**config.mk**
```make
export PLATFORM = sky130hd
export DESIGN_NAME = instruktion_lader
export DESIGN_NICKNAME = d
export VERILOG_FILES = /design/src/rtl/instruktion_lader.sv
export SDC_FILE = /design/constraint.sdc
export NUM_CORES = 1
export LEC_CHECK = 0
export CORE_AREA = 10 10 100 94
export CTS_CLUSTER_DIAMETER = 200
export DETAILED_ROUTE_END_ITERATION = 10
export DIE_AREA = 0 0 110 104
export MAX_ROUTING_LAYER = met4
export PLACE_DENSITY = 0.95
export SLEW_MARGIN = 20
export SYNTH_ARGS = -nofsm -noshare
export SYNTH_HDL_FRONTEND = slang
export SYNTH_SLANG_ARGS = --single-unit
```
**constraint.sdc**
```tcl
create_clock -name Clock -period 5.7 [get_ports Clock]
set_input_delay 1.14 -clock Clock [delete_from_list [all_inputs] [get_ports Clock]]
set_output_delay 1.14 -clock Clock [all_outputs]
set_load 0.01 [all_outputs]
```
**src/rtl/instruktion_lader.sv**
```systemverilog
// instruktion_lader: boot loader that fills the instruction RAM before the CPU runs.
// It consumes a byte stream of the form  N[7:0] N[15:8] | payload words (little-endian),
// writes the words to RAM starting at address 0, and holds the CPU in reset until done.
// Optional build macro INSTRUKTION_LADER_PRUEFSUMME_EN: one trailer byte follows the image
// and must equal the XOR of all payload bytes, otherwise the load ends in FEHLER.
//
// Handshakes: a stream byte moves on a rising edge where ByteGueltig && ByteBereit;
// a RAM write completes on a rising edge where SchreibeRAM && RAMGeschrieben, and
// RAMDaten/RAMAdresse stay stable from the rise of SchreibeRAM until that edge.
module instruktion_lader #(
    parameter int WORDSIZE     = 32,
    parameter int WORDS        = 256,
    parameter int ADRESSBREITE = 8
) (
    input  logic                    Clock,
    input  logic                    Reset,
    input  logic                    Start,
    input  logic [7:0]              ByteRein,
    input  logic                    ByteGueltig,
    output logic                    ByteBereit,
    output logic [WORDSIZE-1:0]     RAMDaten,
    output logic [ADRESSBREITE-1:0] RAMAdresse,
    output logic                    SchreibeRAM,
    input  logic                    RAMGeschrieben,
    output logic                    CPUReset,
    output logic                    Aktiv,
    output logic                    Fertig,
    output logic                    Fehler,
    output logic [2:0]              ZustandDbg
);

    localparam int BYTES = WORDSIZE / 8;
    localparam int BW    = (BYTES > 1) ? $clog2(BYTES) : 1;

    localparam logic [BW-1:0]           LETZTES_BYTE = BW'(BYTES - 1);
    localparam logic [ADRESSBREITE-1:0] ADR_EINS     = ADRESSBREITE'(1);

    typedef enum logic [2:0] {
        IDLE      = 3'd0,
        HEADER0   = 3'd1,
        HEADER1   = 3'd2,
        SAMMELN   = 3'd3,
        SCHREIBEN = 3'd4,
        PRUEFEN   = 3'd5,
        FERTIG    = 3'd6,
        FEHLER    = 3'd7
    } zustand_e;

    zustand_e                state_q, state_d;
    logic [15:0]             n_q, n_d;
    logic [15:0]             cnt_q, cnt_d;
    logic [BW-1:0]           byte_cnt_q, byte_cnt_d;
    logic [ADRESSBREITE-1:0] addr_q, addr_d;
    logic [WORDSIZE-1:0]     data_q, data_d;
    logic                    byte_bereit_q, byte_bereit_d;
    logic                    schreibe_q, schreibe_d;
    logic                    cpu_reset_q, cpu_reset_d;
    logic                    aktiv_q, aktiv_d;
    logic                    fertig_q, fertig_d;
    logic                    fehler_q, fehler_d;
`ifdef INSTRUKTION_LADER_PRUEFSUMME_EN
    logic [7:0]              xor_q, xor_d;
`endif

    logic        byte_fire;
    logic [15:0] n_neu;

    // Next-state, datapath and registered-output computation
    always_comb begin
        state_d    = state_q;
        n_d        = n_q;
        cnt_d      = cnt_q;
        byte_cnt_d = byte_cnt_q;
        addr_d     = addr_q;
        data_d     = data_q;
`ifdef INSTRUKTION_LADER_PRUEFSUMME_EN
        xor_d      = xor_q;
`endif
        byte_fire  = ByteGueltig && byte_bereit_q;
        n_neu      = {ByteRein, n_q[7:0]};

        case (state_q)
            IDLE, FERTIG, FEHLER: begin
                if (Start) begin
                    state_d = HEADER0;
`ifdef INSTRUKTION_LADER_PRUEFSUMME_EN
                    xor_d   = 8'h00;
`endif
                end
            end
            HEADER0: begin
                if (byte_fire) begin
                    n_d[7:0] = ByteRein;
                    state_d  = HEADER1;
                end
            end
            HEADER1: begin
                if (byte_fire) begin
                    n_d[15:8] = ByteRein;
                    if (n_neu == 16'd0) begin
                        state_d = FERTIG;
                    end else if (32'(n_neu) > 32'(WORDS)) begin
                        state_d = FEHLER;
                    end else begin
                        addr_d     = '0;
                        cnt_d      = '0;
                        byte_cnt_d = '0;
                        state_d    = SAMMELN;
                    end
                end
            end
            SAMMELN: begin
                if (byte_fire) begin
                    data_d[byte_cnt_q*8 +: 8] = ByteRein;
`ifdef INSTRUKTION_LADER_PRUEFSUMME_EN
                    xor_d = xor_q ^ ByteRein;
`endif
                    if (byte_cnt_q == LETZTES_BYTE) begin
                        byte_cnt_d = '0;
                        state_d    = SCHREIBEN;
                    end else begin
                        byte_cnt_d = byte_cnt_q + 1'b1;
                    end
                end
            end
            SCHREIBEN: begin
                if (RAMGeschrieben) begin
                    // Address only advances after the write landed, so it wraps only on the last word
                    addr_d = addr_q + ADR_EINS;
                    cnt_d  = cnt_q + 16'd1;
                    if (cnt_q + 16'd1 == n_q) begin
`ifdef INSTRUKTION_LADER_PRUEFSUMME_EN
                        state_d = PRUEFEN;
`else
                        state_d = FERTIG;
`endif
                    end else begin
                        state_d = SAMMELN;
                    end
                end
            end
`ifdef INSTRUKTION_LADER_PRUEFSUMME_EN
            PRUEFEN: begin
                if (byte_fire) begin
                    state_d = (ByteRein == xor_q) ? FERTIG : FEHLER;
                end
            end
`endif
            default: state_d = IDLE;
        endcase

        // Outputs are decoded from the next state so they are registered alongside it
        byte_bereit_d = (state_d == HEADER0) || (state_d == HEADER1) ||
                        (state_d == SAMMELN) || (state_d == PRUEFEN);
        schreibe_d    = (state_d == SCHREIBEN);
        aktiv_d       = (state_d == HEADER0) || (state_d == HEADER1) || (state_d == SAMMELN) ||
                        (state_d == SCHREIBEN) || (state_d == PRUEFEN);
        fertig_d      = (state_d == FERTIG);
        fehler_d      = (state_d == FEHLER);
        cpu_reset_d   = (state_d != FERTIG);
    end

    // State and output registers with asynchronous active-low reset
    always_ff @(posedge Clock or negedge Reset) begin
        if (!Reset) begin
            state_q       <= IDLE;
            n_q           <= '0;
            cnt_q         <= '0;
            byte_cnt_q    <= '0;
            addr_q        <= '0;
            data_q        <= '0;
            byte_bereit_q <= 1'b0;
            schreibe_q    <= 1'b0;
            cpu_reset_q   <= 1'b1;
            aktiv_q       <= 1'b0;
            fertig_q      <= 1'b0;
            fehler_q      <= 1'b0;
`ifdef INSTRUKTION_LADER_PRUEFSUMME_EN
            xor_q         <= 8'h00;
`endif
        end else begin
            state_q       <= state_d;
            n_q           <= n_d;
            cnt_q         <= cnt_d;
            byte_cnt_q    <= byte_cnt_d;
            addr_q        <= addr_d;
            data_q        <= data_d;
            byte_bereit_q <= byte_bereit_d;
            schreibe_q    <= schreibe_d;
            cpu_reset_q   <= cpu_reset_d;
            aktiv_q       <= aktiv_d;
            fertig_q      <= fertig_d;
            fehler_q      <= fehler_d;
`ifdef INSTRUKTION_LADER_PRUEFSUMME_EN
            xor_q         <= xor_d;
`endif
        end
    end

    assign ByteBereit  = byte_bereit_q;
    assign RAMDaten    = data_q;
    assign RAMAdresse  = addr_q;
    assign SchreibeRAM = schreibe_q;
    assign CPUReset    = cpu_reset_q;
    assign Aktiv       = aktiv_q;
    assign Fertig      = fertig_q;
    assign Fehler      = fehler_q;
    assign ZustandDbg  = state_q;

endmodule

```
==> results of run 1 <==
layout make-up:
cell class / instances / area share, %
sequential: 83 / 41.39
clock buffer: 12 / 2.691
clock inverter: 4 / 0.6728
inverter: 5 / 0.3738
multi-input combinational: 338 / 40.14
timing repair buffer: 62 / 12.33
tap: 96 / 2.392
metal layers:
metal,wire [um],GRT usage (%)
met1,4455,25.19
met2,5374,31.30
met3,847,3.036
met4,272,7.900
met5,0,-
report_power, final:
group | switching, W | internal (W) | total [W]
Clock | 0.000219 | 0.000163 | 0.000381
Sequential | 0.000150 | 0.000741 | 0.000892
Combinational | 0.000417 | 0.000390 | 0.000807
cells by family (layout without fill, tap and decap cells):
group | Yosys count | after routing
adders and majority gates | 8 | 8
AOI/OAI and AO/OA | 98 | 98
DFF | 83 | 83
and+or+nand+nor | 184 | 184
muxes | 20 | 20
xor gates and xnor gates | 28 | 28
buffers and inverters | 25 | 83
flip-flops by register name, summed over array words and instances, names as in the netlist:
signal and count:
RAMAdresse 8, Aktiv 1, ZustandDbg 3, n_q 16, byte_cnt_q 2, SchreibeRAM 1, ByteBereit 1, Fertig 1
Fehler 1, RAMDaten 32, cnt_q 16, CPUReset 1
how the worst max path moves through the flow:
stage / end / slack (ns) / cells past startpoint
after floorplan: Aktiv$_DFF_PN0_ / 2.80 / 7
after global placement: RAMAdresse[7]$_DFFE_PN0P_ / 2.04 / 8
after detailed placement: Fertig$_DFF_PN0_ / 1.95 / 8
after CTS: RAMAdresse[7]$_DFFE_PN0P_ / 2.24 / 8
after global routing: CPUReset$_DFF_PN1_ / 2.02 / 8
final: RAMAdresse[7]$_DFFE_PN0P_ / 2.21 / 8
worst max-delay path, cell delays in order:
cell             delay [ns]
clkdlybuf4s50_1        0.54
or4_4                  0.60
nor4_4                 0.24
nand4_1                0.22
and2_1                 0.43
and4bb_1               0.36
xnor2_1                0.12
nor2_1                 0.05
cells in the mapped netlist, drive strengths merged:
library cell,n,area share [%]
a211oi,2,0.36
a21boi,1,0.27
a21o,1,0.18
a21oi,11,1.3
a222oi,1,0.24
a22o,2,0.42
a31oi,3,0.45
and2,4,0.59
and2b,1,0.18
and3,4,0.59
and4,1,0.21
and4b,1,0.24
and4bb,1,0.30
buf,4,0.77
clkbuf,16,1.4
dfrtp,82,49
dfstp,1,0.62
ha,8,2.4
inv,5,0.45
mux2,16,4.3
mux2i,4,0.95
nand2,96,8.6
nand2b,3,0.45
nand3,13,1.5
nand4,9,1.3
nor2,23,2.1
nor2b,5,0.74
nor3,8,1.1
nor3b,4,0.71
nor4,3,1.2
o21a,1,0.18
o21ai,63,7.5
o21ba,1,0.24
o22ai,2,0.30
o31a,1,0.21
o31ai,7,1.2
o41ai,2,0.42
or3,4,0.59
or3b,1,0.21
or4,3,0.62
xnor2,15,3.1
xor2,13,2.7
stage by stage:
stage          hold slack [ns]  setup slack, ns  cell area [sq um]  std cells
2_1_floorplan           0.4643            2.804               4205        446
3_5_place_dp            0.4701            1.947               4848        584
5_1_grt                 0.5135            2.022               5021        600
6_report                0.4850            2.212               5021        600
3_3_place_gp            0.4600            2.035               4848        584
4_1_cts                 0.4894            2.236               5017        600
==> metrics.txt, run 1 <==
first-pass GRT wire length=~18000 um; drt initial violations=453; PD cells=414.3 nW/um^2; drt total wl=~11000 um; Post-CTS Setup Inserts=0; Synth cell types=between 40 and 50; Core Box Area=7320 sq um; initial antenna violation count=0; TritonCTS clock tree=built; worst reg2reg endpoint=RAMAdresse[7]$_DFFE_PN0P_; FF-to-FF setup slack=about 2.8 ns; Max-Cap Viols=0; R2R depth=7; WL/cell=18.25 um; GPL Wtd Cong=0.9298; min cycle time layout=about 3.5 ns; worst ir drop on vdd=approximately 320 uV; Initial Util=57.45%; CTS sink cnt=83; Syn Area/Cell=9.429 sq um; WHS Path Cells=2; Horiz. Die Dim=about 110 um; CP Launch Type=input pin; Final Setup Violations=0; clock slew at reported path FFs=0.08 ns; largest family of logic cells by synthesized area=simple AND/OR/NAND/NOR gates; RSZ-0062 raised after global routing=no; CP Class=input pin to register; area grow syn2layout=19.40%; Synthesis Warnings=0; Port Buffer Count=61; worst slew pin tran=1.123 ns; Pre-antenna DRT Iters=6; outcome=complete, no violations; Cell Area, Synth=4205 sq um; worst skew pair latency=0.36 ns; Synth Area in Adders=2.380%; WP data required=5.93 ns; DRC=0; flop and latch count out of synthesis=83; Crit Path Max Fanout=19; placement row count=30; Synth Area in Simple Gates=21.18%; Slew HR=24.99%; Worst Hold End=RAMDaten[2]$_DFFE_PN0P_; compound-gate portion of the synthesized area=13.30%; pin count of the biggest net entering global routing=84; H-Tree Depth=3; maximum clock insertion buffer count=2; Antenna Violating Nets Remaining=0; Slew Viols, Final=0; Worst setup EP type=register; worst endpoint data arrival time=about 3.7 ns; Vias/cell=around 6.1; most frequent cells in the layout=96 x nand2_1, 82 x dfrtp_1, 61 x o21ai_0, 60 x clkdlybuf4s50_1, 23 x nor2_1; chip height=104 um; vias in the first global route=3540; vias=3631; RR Startpoint=n_q[5]$_DFFE_PN0P_; Hold Path Origin=RAMDaten[2]$_DFFE_PN0P_; sequential share of the synthesized area=49.42%; cts repair resizes=0; Filler cells=500; Antenna diodes=0; TritonCTS Buffers=9; Final Skew=about 0.0091 ns; Final TNS setup=0 ns; # IOs=62; GRT Total Usage=19.99%; DIE AREA=between 10000 and 15000 sq um; total power=0.002080 W; post-synthesis xor/xnor area fraction=roughly 5.8%; mux share of post-synthesis cell area=under 10%; Synth Instances=446; nets=520; commonest non-fill, non-tap cell in the layout=nand2_1; post-DP HPWL=between 7000 and 8000 um; P_leak=2.106 nW; Final Hold Viols=0; share of post-route cells with drive strength above 1=7.540%; Root Driver=clkbuf_8; fmax=286.7 MHz; Seq. cell area=2078 sq um; Multi-input gate area=between 2000 and 2500 sq um; final core occ=around two thirds; cts hold-fix bufs=0; Worst Setup SP=ByteRein[1]; syn_nets=467; HP Class=register to register; total gr overflow=0; crit share post-route=approximately three fifths
Power figures use the tool's default switching activity.
==> inputs of run 2 (changes only) <==
Settings changed: CORE_AREA 10 10 100 94 to 10 10 109 101, DIE_AREA 0 0 110 104 to 0 0 119 111, PLACE_DENSITY 0.95 to 0.86.
Clock period 5.7 ns to 2.8 ns, I/O delays scaled along.
==> run 2 against run 1 <==
  * Clock-buffer cell count fell by 2
  * Register-to-register slack got worse by 2.7 ns
  * Die area rose by 15%
  * Critical endpoint is now ByteBereit$_DFF_PN0_
==> metrics.txt, run 2 (synthesized netlist as in run 1, its figures left out) <==
crit share post-route=94.90%; initial antenna violation count=0 (unchanged); min cycle time layout=2.657 ns; clock slew at reported path FFs=0.08 ns (about the same); placement row count=33 (+10%); share of post-route cells with drive strength above 1=12.29% (+4.7 points); Port Buffer Count=61 (unchanged); WP data required=3.00 ns (-2.93 ns); pre-CTS setup slack=-0.2536 ns (-2.200 ns); GRT Total Usage=16.85% (-3.1 points); outcome=complete, no violations; post-DP HPWL=8040 um (+5.9%); Crit Path Max Fanout=8 (-11); GPL Wtd Cong=0.9140 (-1.7%); Final Hold Viols=0 (unchanged); Worst path top cell family by delay=simple AND/OR/NAND/NOR gates; Filler cells=721 (+44%); Core Box Area=8836 sq um (+21%); max reg flops=32 (unchanged); Final Setup Violations=0 (unchanged); nets=545 (+4.8%); fmax=376.3 MHz; PnR worst setup slack=0.1427 ns (-2.069 ns); Final TNS setup=0 ns (unchanged); CP bufs+invs=0 (-1); CP max stage delay=0.48 ns (-0.12 ns); HP Class=input pin to asynchronous set/reset pin; PD cells=832.0 nW/um^2 (+100%); DIE AREA=13210 sq um (+15%); total gr overflow=0 (unchanged); Worst setup EP type=register; Antenna Violating Nets Remaining=0 (unchanged); CP Launch Type=register; Initial Util=47.59% (-9.9 points); worst endpoint data arrival time=2.85 ns (-0.87 ns); TritonCTS clock tree=built; vias in the first global route=3559 (+0.54%); commonest non-fill, non-tap cell in the layout=nand2_1; worst slew pin tran=0.6226 ns (-0.5001 ns); most frequent cells in the layout=96 x nand2_1, 82 x dfrtp_1, 61 x o21ai_0, 60 x clkdlybuf4s50_1, 26 x buf_4; P_leak=2.246 nW (+6.7%); chip height=111 um (+6.7%); TritonCTS Buffers=9 (unchanged); final core occ=59.77% (-8.8 points); Slew Viols, Final=0 (unchanged); WL/cell=16.96 um (-7.1%); Post-Place Cells=634 (+8.6%); Routed met1 length=4695 um (+5.4%); CP max-delay cell=nor4_4; Slew HR=58.49% (+34 points); worst ir drop on vdd=565.3 uV (+79%); met2 wire len=5609 um (+4.4%); met3 wire len=591 um (-30%); Cell Chain, Critical Path=nand3_1 -> nor3_1 -> nand2_1 -> mux2i_1 -> or3_1 -> nor4_4 -> a211oi_1; Vias/cell=5.542 (-8.4%); area grow syn2layout=25.59%; Min Hold Slack=0.2165 ns (-0.2685 ns); worst skew pair latency=0.35 ns (about the same); CP Class=register to register; maximum clock insertion buffer count=2 (unchanged); Max-Cap Viols=0 (unchanged); Horiz. Die Dim=119 um (+8.2%); Root Driver=clkbuf_8; drt initial violations=352 (-22%); drt total wl=11040 um (+0.83%); Antenna diodes=0 (unchanged); DRC=0 (unchanged); Final Skew=0.009481 ns (+0.0004207 ns); RSZ-0062 raised after global routing=no; DR top layer=met4; fin cells=651 (+8.5%); pin count of the biggest net entering global routing=49 (-42%); Pre-antenna DRT Iters=5 (-1); cts hold-fix bufs=0 (unchanged); H-Tree Depth=3 (unchanged); vias=3608 (-0.63%); CTS sink cnt=83 (unchanged); # IOs=62 (unchanged); first-pass GRT wire length=17930 um (+0.12%)
-- run 2: cell count changes in the layout (fill, tap and decap cells not counted) --
cell | previous run | this run
buf_12 | 0 | 1
buf_4 | 1 | 26
buf_6 | 1 | 0
bufinv_16 | 0 | 1
clkbuf_1 | 3 | 1
clkinv_4 | 1 | 2
-- run 2: metrics by stage --
| step | total power (W) | instance area, sq um |
|---|---|---|
| global placement | 0.003384 | 5074 |
| finish | 0.004394 | 5281 |
| detailed placement | 0.003503 | 5074 |
| global route | 0.004659 | 5281 |
| floorplan | 0.002740 | 4205 |
| CTS | 0.004389 | 5274 |
-- run 2: worst paths after layout --
check / depth (start not counted) / to / slack, ns / startpoint
setup / recovery: 7 / ByteBereit$_DFF_PN0_ / 0.14 / cnt_q[5]$_DFFE_PN0P_
hold reg to reg: 2 / RAMDaten[3]$_DFFE_PN0P_ / 0.48 / RAMDaten[3]$_DFFE_PN0P_
setup reg to reg: 7 / ByteBereit$_DFF_PN0_ / 0.14 / cnt_q[5]$_DFFE_PN0P_
max in group asynchronous: 2 / n_q[11]$_DFFE_PN0P_ / 1.97 / Reset
hold / removal: 1 / RAMDaten[8]$_DFFE_PN0P_ / 0.22 / Reset
min in group Clock: 2 / RAMDaten[3]$_DFFE_PN0P_ / 0.48 / RAMDaten[3]$_DFFE_PN0P_
-- run 2: area by class of cell --
cell class | count | area (sq um) | area share (%)
Inverter | 5 | 18.77 | 0.3554
Multi-Input combinational cell | 338 | 2016 | 38.17
Clock buffer | 10 | 127.6 | 2.416
Clock inverter | 6 | 72.57 | 1.374
Timing Repair Buffer | 87 | 815.8 | 15.45
Sequential cell | 83 | 2078 | 39.35
Tap cell | 122 | 152.6 | 2.890
-- run 2: timing repair --
action | CTS | global route
setup buffers | 0 | 1
endpoints found under the setup margin | 0 | 2
resized for setup | 0 | 0
-- run 2: where the power goes --
group	total, W	switching [W]	leakage (nW)	internal (W)
combinational	0.00171	0.000850	1.05	0.000858
clock	0.000876	0.000454	0.0975	0.000422
sequential	0.00181	0.000300	1.10	0.00151
total	0.00439	0.00160	2.25	0.00279
-- run 2: layer usage --
| layer | global-route usage, % | up-vias |
|---|---|---|
| met3 | 3.819 | 12 |
| met4 | 4.475 | 0 |
| met5 | - | - |
| li1 | - | 1706 |
| met1 | 20.44 | 1766 |
| met2 | 27.64 | 124 |
==> inputs of run 3 (changes only) <==
Settings changed: SLEW_MARGIN 20 to default.
==> results of run 3 <==
Final layout, timing and power as in run 2 (identical DEF).
